===== src/rtl/spi_dac_frame_receiver.sv =====
// SPI mode-0 slave for 16-bit DAC command frames: oversampled on clk, MSB-first deserialiser,
// frame-length check, and a value register updated by write commands.
module spi_dac_frame_receiver #(
  parameter int               FRAME_BITS   = 16,
  parameter int               CMD_BITS     = 4,
  parameter int               DATA_BITS    = 12,
  parameter logic [CMD_BITS-1:0] EXPECTED_CMD = 4'b0011,
  parameter int               SYNC_STAGES  = 2
) (
  input  logic                 clk,
  input  logic                 rst,
  input  logic                 spi_sck,
  input  logic                 spi_cs,
  input  logic                 spi_mosi,
  output logic [CMD_BITS-1:0]  cmd_out,
  output logic [DATA_BITS-1:0] data_out,
  output logic                 frame_valid,
  output logic                 frame_error,
  output logic [DATA_BITS-1:0] value_out,
  output logic                 busy
);

  localparam int CNT_W = $clog2(FRAME_BITS + 1);
  localparam logic [CNT_W-1:0] FULL_CNT  = CNT_W'(FRAME_BITS);
  localparam logic [CNT_W-1:0] FLUSH_CNT = CNT_W'(SYNC_STAGES);

  typedef enum logic [1:0] {ARMWAIT, IDLE, RECEIVE, OVERRUN} state_t;

  logic [SYNC_STAGES-1:0] sck_sync_q, cs_sync_q, mosi_sync_q;
  logic                   sck_hist_q, cs_hist_q;
  logic                   sck_s, cs_s, mosi_s;
  logic                   sck_rise, cs_rise, cs_fall;

  state_t                 state_q;
  logic [CNT_W-1:0]       cnt_q;
  logic [FRAME_BITS-1:0]  shift_q;
  logic [CMD_BITS-1:0]    cmd_q;
  logic [DATA_BITS-1:0]   data_q, value_q;
  logic                   valid_q, error_q, busy_q;

  always_ff @(posedge clk) begin
    if (rst) begin
      sck_sync_q  <= '0;
      cs_sync_q   <= '1;
      mosi_sync_q <= '0;
      sck_hist_q  <= 1'b0;
      cs_hist_q   <= 1'b1;
    end else begin
      sck_sync_q  <= {sck_sync_q[SYNC_STAGES-2:0], spi_sck};
      cs_sync_q   <= {cs_sync_q[SYNC_STAGES-2:0], spi_cs};
      mosi_sync_q <= {mosi_sync_q[SYNC_STAGES-2:0], spi_mosi};
      sck_hist_q  <= sck_s;
      cs_hist_q   <= cs_s;
    end
  end

  assign sck_s    = sck_sync_q[SYNC_STAGES-1];
  assign cs_s     = cs_sync_q[SYNC_STAGES-1];
  assign mosi_s   = mosi_sync_q[SYNC_STAGES-1];
  assign sck_rise = sck_s & ~sck_hist_q;
  assign cs_rise  = cs_s & ~cs_hist_q;
  assign cs_fall  = ~cs_s & cs_hist_q;

  // ARMWAIT lets the synchroniser flush its reset preset before trusting cs=1; otherwise a
  // reset released mid-frame would see a false cs falling edge and capture the tail.
  always_ff @(posedge clk) begin
    if (rst) begin
      state_q <= ARMWAIT;
      cnt_q   <= '0;
      shift_q <= '0;
      cmd_q   <= '0;
      data_q  <= '0;
      value_q <= '0;
      valid_q <= 1'b0;
      error_q <= 1'b0;
      busy_q  <= 1'b0;
    end else begin
      valid_q <= 1'b0;
      error_q <= 1'b0;
      case (state_q)
        ARMWAIT: begin
          if (cnt_q < FLUSH_CNT) cnt_q <= cnt_q + 1'b1;
          else if (cs_s)         state_q <= IDLE;
        end
        IDLE: begin
          if (cs_fall) begin
            cnt_q   <= '0;
            shift_q <= '0;
            busy_q  <= 1'b1;
            state_q <= RECEIVE;
          end
        end
        RECEIVE: begin
          if (cs_rise) begin
            if (cnt_q == FULL_CNT) begin
              cmd_q   <= shift_q[FRAME_BITS-1 -: CMD_BITS];
              data_q  <= shift_q[DATA_BITS-1:0];
              valid_q <= 1'b1;
              if (shift_q[FRAME_BITS-1 -: CMD_BITS] == EXPECTED_CMD)
                value_q <= shift_q[DATA_BITS-1:0];
            end else begin
              error_q <= 1'b1;
            end
            busy_q  <= 1'b0;
            state_q <= IDLE;
          end else if (sck_rise) begin
            if (cnt_q == FULL_CNT) begin
              state_q <= OVERRUN;
            end else begin
              shift_q <= {shift_q[FRAME_BITS-2:0], mosi_s};
              cnt_q   <= cnt_q + 1'b1;
            end
          end
        end
        OVERRUN: begin
          if (cs_rise) begin
            error_q <= 1'b1;
            busy_q  <= 1'b0;
            state_q <= IDLE;
          end
        end
        default: state_q <= ARMWAIT;
      endcase
    end
  end

  assign cmd_out     = cmd_q;
  assign data_out    = data_q;
  assign value_out   = value_q;
  assign frame_valid = valid_q;
  assign frame_error = error_q;
  assign busy        = busy_q;

endmodule


===== config.mk =====
export PLATFORM = sky130hd
export DESIGN_NAME = spi_dac_frame_receiver
export DESIGN_NICKNAME = d
export VERILOG_FILES = /design/src/rtl/spi_dac_frame_receiver.sv
export SDC_FILE = /design/constraint.sdc
export NUM_CORES = 1
export LEC_CHECK = 0
export BUFFER_PORTS_ARGS = -buffer_cell sky130_fd_sc_hd__buf_2
export CAP_MARGIN = 20
export CORE_UTILIZATION = 55
export CTS_BUF_LIST = sky130_fd_sc_hd__clkbuf_4
export CTS_CLUSTER_DIAMETER = 150
export CTS_CLUSTER_SIZE = 8
export DETAILED_ROUTE_END_ITERATION = 12
export PLACE_DENSITY = 0.87
export SYNTH_ARGS = -nofsm -noshare
export SYNTH_HDL_FRONTEND = slang
export SYNTH_SLANG_ARGS = --single-unit

===== constraint.sdc =====
create_clock -name clk -period 2.3 [get_ports clk]
set_input_delay 0.115 -clock clk [delete_from_list [all_inputs] [get_ports clk]]
set_output_delay 0.115 -clock clk [all_outputs]
set_load 0.005 [all_outputs]

**Word-level counts from Yosys, hierarchy flattened**

Cells that the tools add are included.

- Logic and storage cells: 79
- Output and inout port bits: 31
- Bits in registers: 62
- Bits of input ports: 5

- Multiplexer cells: 27
- Add/subtract/negate cells: 1
- Bitwise logic cells: 8
- Reduce and logical (&&, ||, !) cells: 12
- Equal/unequal tests: 16
- Magnitude comparators: 1

Operator list:

| cell | number |
|---|---|
| 16-bit two-way mux | 4 |
| 16-bit case mux with 2 select lines | 1 |
| 5-bit two-way mux | 5 |
| 2-bit != test, second input constant | 8 |
| 5-bit case mux with 3 select lines | 1 |
| 2-bit two-way mux | 7 |
| 6-bit AND reduction | 2 |
| 2-bit case mux with 4 select lines | 1 |
| 1-bit two-way mux | 6 |
| 3-bit != test, second input constant | 2 |
| 3-bit AND reduction | 2 |
| 5-bit by 1-bit adder with 5-bit output, second input constant | 1 |
| 5-bit == test, second input constant | 1 |
| 5-bit by 2-bit < comparator with 1-bit output, second input constant | 1 |
| 1-bit inverter | 5 |
| 5-bit AND reduction | 1 |
| 2-bit == test, second input constant | 2 |
| 4-bit by 2-bit == test with 1-bit output, second input constant | 1 |
| 1-bit case mux with 2 select lines | 2 |
| 4-bit AND reduction | 1 |
| 2-bit nonzero test | 2 |
| 1-bit AND | 3 |
| 3-bit nonzero test | 1 |
| 3-bit OR reduction | 1 |
| 4 further kinds | 4 |

**Longest topological paths before layout**

Gate-level depths: netlist of run 1.

- Depth in word-level cells: 5
- Depth in mapped cells: 8
- Gate-level depth less buffers: 6

**Worst setup path before layout of run 1**

No wires, ideal clock.

- Path kind: reg-to-reg
- From: reg state_q[0]
- To: reg cnt_q[2]
- Data required time: 2183 ps
- Setup slack: 384 ps
- Library setup time: 117 ps
- Cell stages (with the launch flop): 7
- Data arrival time: 1798 ps
- Cells stage by stage: dfxtp_1 -> inv_1 -> ha_1 -> and2b_1 -> o21a_1 -> or4_1 -> a32o_1

- Longest elaborated chain between the ends: 3
- Elaborated cells on any way between the ends: 11
- Classes of those cells: 7 x eq/ne; 1 x mux; 3 x reduce/logical

RTL lines:

| item | line | text |
|---|---|---|
| start, declared | 34 | `state_t state_q;` |
| start signal, assigned | 68 | `state_q <= ARMWAIT;` |
| start signal, assigned | 83 | `else if (cs_s) state_q <= IDLE;` |
| start signal, assigned | 90 | `state_q <= RECEIVE;` |
| 2-bit == test (tied with other cells) | 80 | `case (state_q)` |
| 2-bit != test (no source line) or 3-bit nonzero test (tied branches) | n/a |  |
| 6-bit AND reduction (no source line) | n/a |  |
| end signal, assigned | 82 | `if (cnt_q < FLUSH_CNT) cnt_q <= cnt_q + 1'b1;` |
| end signal, assigned | 111 | `cnt_q <= cnt_q + 1'b1;` |
| end, declared | 35 | `logic [CNT_W-1:0] cnt_q;` |

Parallel ways exist; a longest one is shown, timed or not.
A chain may end at the register's enable or synchronous reset.

**Final worst setup path of run 1**

Same ends and word-level chain as after synthesis.

==> results of run 1 <==
cells in the final DEF (no fill, tap or decap), drive strengths merged, types with 3 or more instances in the layout:
cell type,instances
dfxtp,62
mux2i,30
a22o,15
nor2,34
dlygate4sd3,3
nor2b,7
a21oi,6
o31ai,3
nand2b,6
nand3,6
or4,3
nand2,6
nor3,4
clkinv,4
buf,41
ha,6
clkbuf,9
a32o,3
or2,3
inv,7
nand4,4
sequential cells by signal, indices dropped and copies added (netlist names):
register     count
cs_sync_q        2
frame_error      1
state_q          2
cmd_out          4
mosi_sync_q      2
value_out       12
cnt_q            5
sck_hist_q       1
shift_q         16
cs_hist_q        1
data_out        12
busy             1
frame_valid      1
sck_sync_q       2
worst min-delay path, cell delays in order:
cell and delay [ns]:
buf_2 0.10, inv_1 0.14, o211a_1 0.15
cell type report:
cell class	count	area [µm²]	share of cell area [%]
Clock inverter	6	77.6	2.69
Sequential cell	62	1240	43.1
Multi-Input combinational cell	159	1150	40.1
Clock buffer	9	67.6	2.34
Tap cell	52	65.1	2.26
Timing Repair Buffer	44	250	8.68
Inverter	7	26.3	0.911
metrics by stage:
step	hold slack (ns)	total power (µW)	utilization [%]	cells	instance area [µm²]
after floorplan	0.219	1550	-	240	2480
after global placement	0.299	1650	62.0	321	2700
after CTS	0.129	2460	66.1	339	2880
after detailed placement	0.301	1670	62.0	321	2700
final	0.150	2460	66.2	339	2880
after global routing	0.142	2570	66.2	339	2880
worst max-delay path by stage:
stage | start | end | slack (ns) | depth (start not counted)
after floorplan | state_q[0] | cnt_q[2] | 0.38 | 6
after global placement | state_q[0] | shift_q[5] | 0.15 | 6
after detailed placement | state_q[1] | shift_q[5] | 0.02 | 6
after CTS | state_q[0] | cnt_q[2] | 0.13 | 6
after global routing | state_q[0] | cnt_q[2] | 0.08 | 6
final | state_q[0] | cnt_q[2] | 0.20 | 6
layer usage:
metal  vias to the layer above  GRT usage [%]  part of all wire (%)
met5                         -              0                     0
met4                         0           9.30                  0.93
met3                         6           8.92                   5.2
met2                        48           35.5                    48
met1                       913           27.1                    46
li1                        957              -                     -
power by group through the flow:
stage	clock network [µW]	registers, µW	logic, µW
6_report	792	1160	508
4_1_cts	806	1160	500
5_1_grt	845	1160	562
2_1_floorplan	0	1170	382
3_5_place_dp	0	1180	491
3_3_place_gp	0	1180	476
kinds of logic (layout without fill, tap and decap cells):
group                      after synthesis  in the layout  synth area share [%]
adders and majority gates                6              6                  3.03
and+or+nand+nor                         81             81                  17.1
AOI/OAI and AO/OA                       42             42                  14.0
DFF                                     62             62                  50.1
muxes                                   30             30                  12.1
buffers and inverters                   19             66                  3.74
what timing repair did:
action | CTS | global route
gates cloned | 0 | 0
hold buffers | 3 | 0
setup endpoints to repair | 2 | 15
gates resized for setup | 2 | 2
endpoints found under the hold margin | 3 | 0
==> results_dict.tcl, run 1 <==
set metrics [dict create \
    rrSetupSlack_ns 0.20 \
    cts.sinks 62 \
    grt_pass1_wl_um 8410 \
    post-dp-hpwl_um 3300 \
    swShare_pct 28.3 \
    comb_power_share_pct 20.7 \
    p_int_uw 1760 \
    yosysTopAreaCellShare_pct 50.1 \
    synthCells 240 \
    fin_setup_tns_ns 0 \
    setup_viol 0 \
    worstReg2RegEnd "cnt_q[2]" \
    first_pass_iters 4 \
    ys.flop_type "dfxtp_1" \
    seq_area_frac_synth_pct 50.1 \
    syn2layout_area_growth_pct 16.3 \
    peakVddDrop_uv 804 \
    synth_edf_count 0 \
    timing.final.crit_period_ns 2.10 \
    wl_per_cell_um 14.6 \
    numCtsBuffers 9 \
    nets 294 \
    worstPathMaxFanout 9 \
    path_clk_slew_ns 0.09 \
    critPathBufInv 1 \
    rr_startpoint "state_q[0]" \
    synthesis.area_um2 2480 \
    cts_root_buffer "clkbuf_4" \
    drive_above_1_share_pct 21.6 \
    crit_family "simple AND/OR/NAND/NOR gates" \
    yosysTopAreaCell "dfxtp_1" \
    fillers 354 \
    async_reset_ff_share_pct 0 \
    clkLatencyLatePin_ns 0.40 \
    cp-end-kind "register" \
    syn-num-nets 251 \
    r2r_cells 6 \
    grt_max_degree 48 \
    dp_slack_ns 0.0216 \
    die_h_um 69.1 \
    tritoncts "done" \
    coreArea_um2 4350 \
    slew_violations 0 \
    drv_cap 0 \
    worst_ep_required_time_ns 2.59 \
    syn_avg_cell_area_um2 10.3 \
    cts_setup_buffers 0 \
    drc_errors 0 \
    finalHoldViolCount 0 \
    diodes 0 \
    slew_headroom_pct 64.2 \
    synth_common_cells "dfxtp_1 (62), nor2_1 (34), mux2i_1 (30)" \
    yosysMostFrequentCell "dfxtp_1" \
    clkPwrFrac_pct 32.2 \
    cp.arrival_ns 2.39 \
    tightest_slew_ns 0.536 \
    hold_end "state_q[0]" \
    port_buffers 35 \
    critical_path_class "reg -> reg" \
    grt_pass1_vias 1831 \
    fin_skew_ns 0.0129 \
    p_per_area_nw_per_um2 852 \
    pwr-share-seq_pct 47.1 \
    post-route-period-util_pct 91.3 \
    gp_congestion 0.856 \
    slowest_stage "or4_1" \
    p_sw_uw 694 \
    antenna_found_initial 0 \
    hp-class "in -> reg" \
    max_freq_mhz 476 \
    vias_per_cell 5.68 \
    cts.path.max_buffers 2 \
    status "completed" \
    synthTopCellsByArea "dfxtp_1 (50%), mux2i_1 (12%), a22o_1 (5.3%), nor2_1 (5.1%), ha_1 (3.0%)" \
    track_usage_pct 22.4 \
    hp-start "rst" \
    ys_types 37 \
    fin_ws_ns 0.200 \
    htree_levels 3 \
    vias 1924 \
    routed_wl_um 4950 \
    ys.warnings.count 0 \
    drt_iter0_drc 97 \
    ios 36 \
    initial_utilization_pct 56.9 \
    antenna_left 0 \
    ys_seq_elements 62 \
    worstSetupStartpointType "register" \
    grt-ovfl-total 0 \
    p_leak_uw 0.00142 \
    slowest_delay_ns 0.56 \
    die-area_um2 4780 \
    rsz0062_at_grt "false" \
    path_cells "inv_1 -> ha_2 -> and2b_1 -> o21a_1 -> or4_1 -> a32o_1" \
    holdPathStages 3 \
    die_w_um 69.1 \
    rows 24 \
]
No activity file was read; power rests on OpenSTA's default activity.
==> run 2: changes to the inputs <==
Settings changed: CORE_UTILIZATION 55 to 40, MAX_ROUTING_LAYER from default to met4, PLACE_DENSITY 0.87 to 0.69.
==> run 2 against run 1 <==
Combinational power is essentially flat. Largest power group unchanged. Largest cell class unchanged. Highest routed layer unchanged. Setup slack got worse by 0.047 ns. Sequential share of layout area decreased by 0.77 points. Critical path depth did not move. Utilization is 17 points lower. Power increased by 0.74%. Worst hold slack got worse by 0.0058 ns. Clock skew decreased by 0.0025 ns.
==> results_dict.tcl, run 2 (synthesis results as in run 1) <==
set metrics [dict create \
    finish.instance_area_um2 2940 \
    wl_per_cell_um 13.2 \
    layout_commonest_cell "dfxtp_1" \
    antenna_found_initial 0 \
    initial_utilization_pct 41.6 \
    peakVddDrop_uv 416 \
    slowest_delay_ns 0.54 \
    top_register "shift_q" \
    routed_wl_um 4830 \
    p_per_area_nw_per_um2 843 \
    final_cell_mix "dfxtp_1 (62), buf_2 (35), nor2_1 (34), mux2i_1 (30), a22o_1 (15)" \
    tritoncts "done" \
    cts_root_buffer "clkbuf_4" \
    die_w_um 80.7 \
    first_pass_iters 4 \
    rrSetupSlack_ns 0.15 \
    rsz0062_at_grt "false" \
    fin_setup_tns_ns 0 \
    instances_no_fill 365 \
    gp_congestion 0.795 \
    ios 36 \
    place_inst 346 \
    drt_iter0_drc 108 \
    worstPathMaxFanout 9 \
    path_clk_slew_ns 0.10 \
    grt_pass1_wl_um 8120 \
    status "completed" \
    port_buffers 35 \
    cts.path.max_buffers 2 \
    worstReg2RegEnd "cnt_q[2]" \
    critical_path_class "reg -> reg" \
    finalHoldViolCount 0 \
    timing.final.crit_period_ns 2.15 \
    hp-start "rst" \
    slew_violations 0 \
    path_cells "inv_1 -> ha_1 -> and2b_1 -> o21a_1 -> or4_1 -> a32o_1" \
    coreArea_um2 5960 \
    cp.arrival_ns 2.44 \
    rows 28 \
    p_leak_uw 0.00143 \
    clkLatencyLatePin_ns 0.40 \
    grt_pass1_vias 1740 \
    grt_max_degree 48 \
    holdPathStages 3 \
    die_h_um 80.7 \
    grt-ovfl-total 0 \
    rr_startpoint "state_q[0]" \
    place_area_um2 2740 \
    hold_end "state_q[0]" \
    tightest_slew_ns 0.560 \
    vias_per_cell 5.21 \
    post-route-period-util_pct 93.4 \
    worstSetupStartpointType "register" \
    cts.sinks 62 \
    die-area_um2 6520 \
    post-route-util_pct 49.3 \
    fin_skew_ns 0.0104 \
    antenna_left 0 \
    cp-end-kind "register" \
    nets 296 \
    drc_errors 0 \
    slowest_stage "or4_1" \
    drv_cap 0 \
    largest_register_ffs 16 \
    drive_above_1_share_pct 22.4 \
    track_usage_pct 17.3 \
    numCtsBuffers 9 \
    hp-class "in -> reg" \
    setup_viol 0 \
    vias 1903 \
    htree_levels 3 \
    slew_headroom_pct 62.6 \
    diodes 0 \
    r2r_cells 6 \
    worst_ep_required_time_ns 2.59 \
    max_freq_mhz 466 \
    post-dp-hpwl_um 3230 \
    syn2layout_area_growth_pct 18.4 \
]
run 2: cell types whose count changed in the layout (fill, tap and decap cells not counted):
cell        delta
clkinvlp_4     +2
buf_4          +2
ha_2           -1
clkinv_1       -1
ha_1           +1
run 2: routing by layer:
| metal | vias to the layer above | track usage [%] | wire length, µm |
|---|---|---|---|
| li1 | 956 | - | - |
| met1 | 901 | 20.9 | 2350 |
| met2 | 37 | 25.8 | 2240 |
| met3 | 9 | 5.45 | 150 |
| met4 | 0 | 8.57 | 85 |
| met5 | - | - | 0 |
run 2: worst max-delay path by stage:
stage / endpoint / cells past startpoint / start
2_1_floorplan: cnt_q[2] / 6 / state_q[0]
6_report: cnt_q[2] / 6 / state_q[0]
5_1_grt: cnt_q[2] / 6 / state_q[0]
3_5_place_dp: shift_q[8] / 6 / state_q[0]
4_1_cts: shift_q[8] / 6 / state_q[0]
3_3_place_gp: shift_q[5] / 6 / state_q[0]
run 2: final cells by class:
class                           instances  area [µm²]
Timing Repair Buffer                   46         265
Tap cell                               75        93.8
Clock inverter                          7        88.8
Sequential cell                        62        1240
Inverter                                7        26.3
Fill cell                             556        3020
Multi-Input combinational cell        159        1150
Clock buffer                            9        67.6
run 2: metrics by stage:
stage	hold WS, ns	power (µW)	setup slack [ns]
CTS	0.114	2500	0.0164
global placement	0.299	1660	0.134
detailed placement	0.301	1670	0.0566
finish	0.144	2480	0.153
global route	0.137	2630	0.0362
floorplan	0.219	1550	0.384
run 2: critical path: cells and delay by family, from the launching register on:
| family | cells | cell delay [ns] |
|---|---|---|
| adder cells (fa/ha/maj) | 1 | 0.27 |
| flip-flops | 1 | 0.40 |
| buffers and inverters | 1 | 0.10 |
| AO/OA/AOI/OAI | 2 | 0.54 |
| AND/OR/NAND/NOR | 2 | 0.73 |
run 2: repair_timing:
action	4_1_cts	5_1_grt
resized for setup	0	3
endpoints found under the setup margin	0	14
hold endpoints to repair	3	0
setup buffers	0	0
hold buffers	3	0
run 2: report_power, final:
| part | total [µW] | switching, µW | internal (µW) |
|---|---|---|---|
| Sequential | 1150 | 42.8 | 1110 |
| Clock | 815 | 382 | 433 |
| Combinational | 506 | 280 | 226 |
| Total | 2480 | 704 | 1770 |
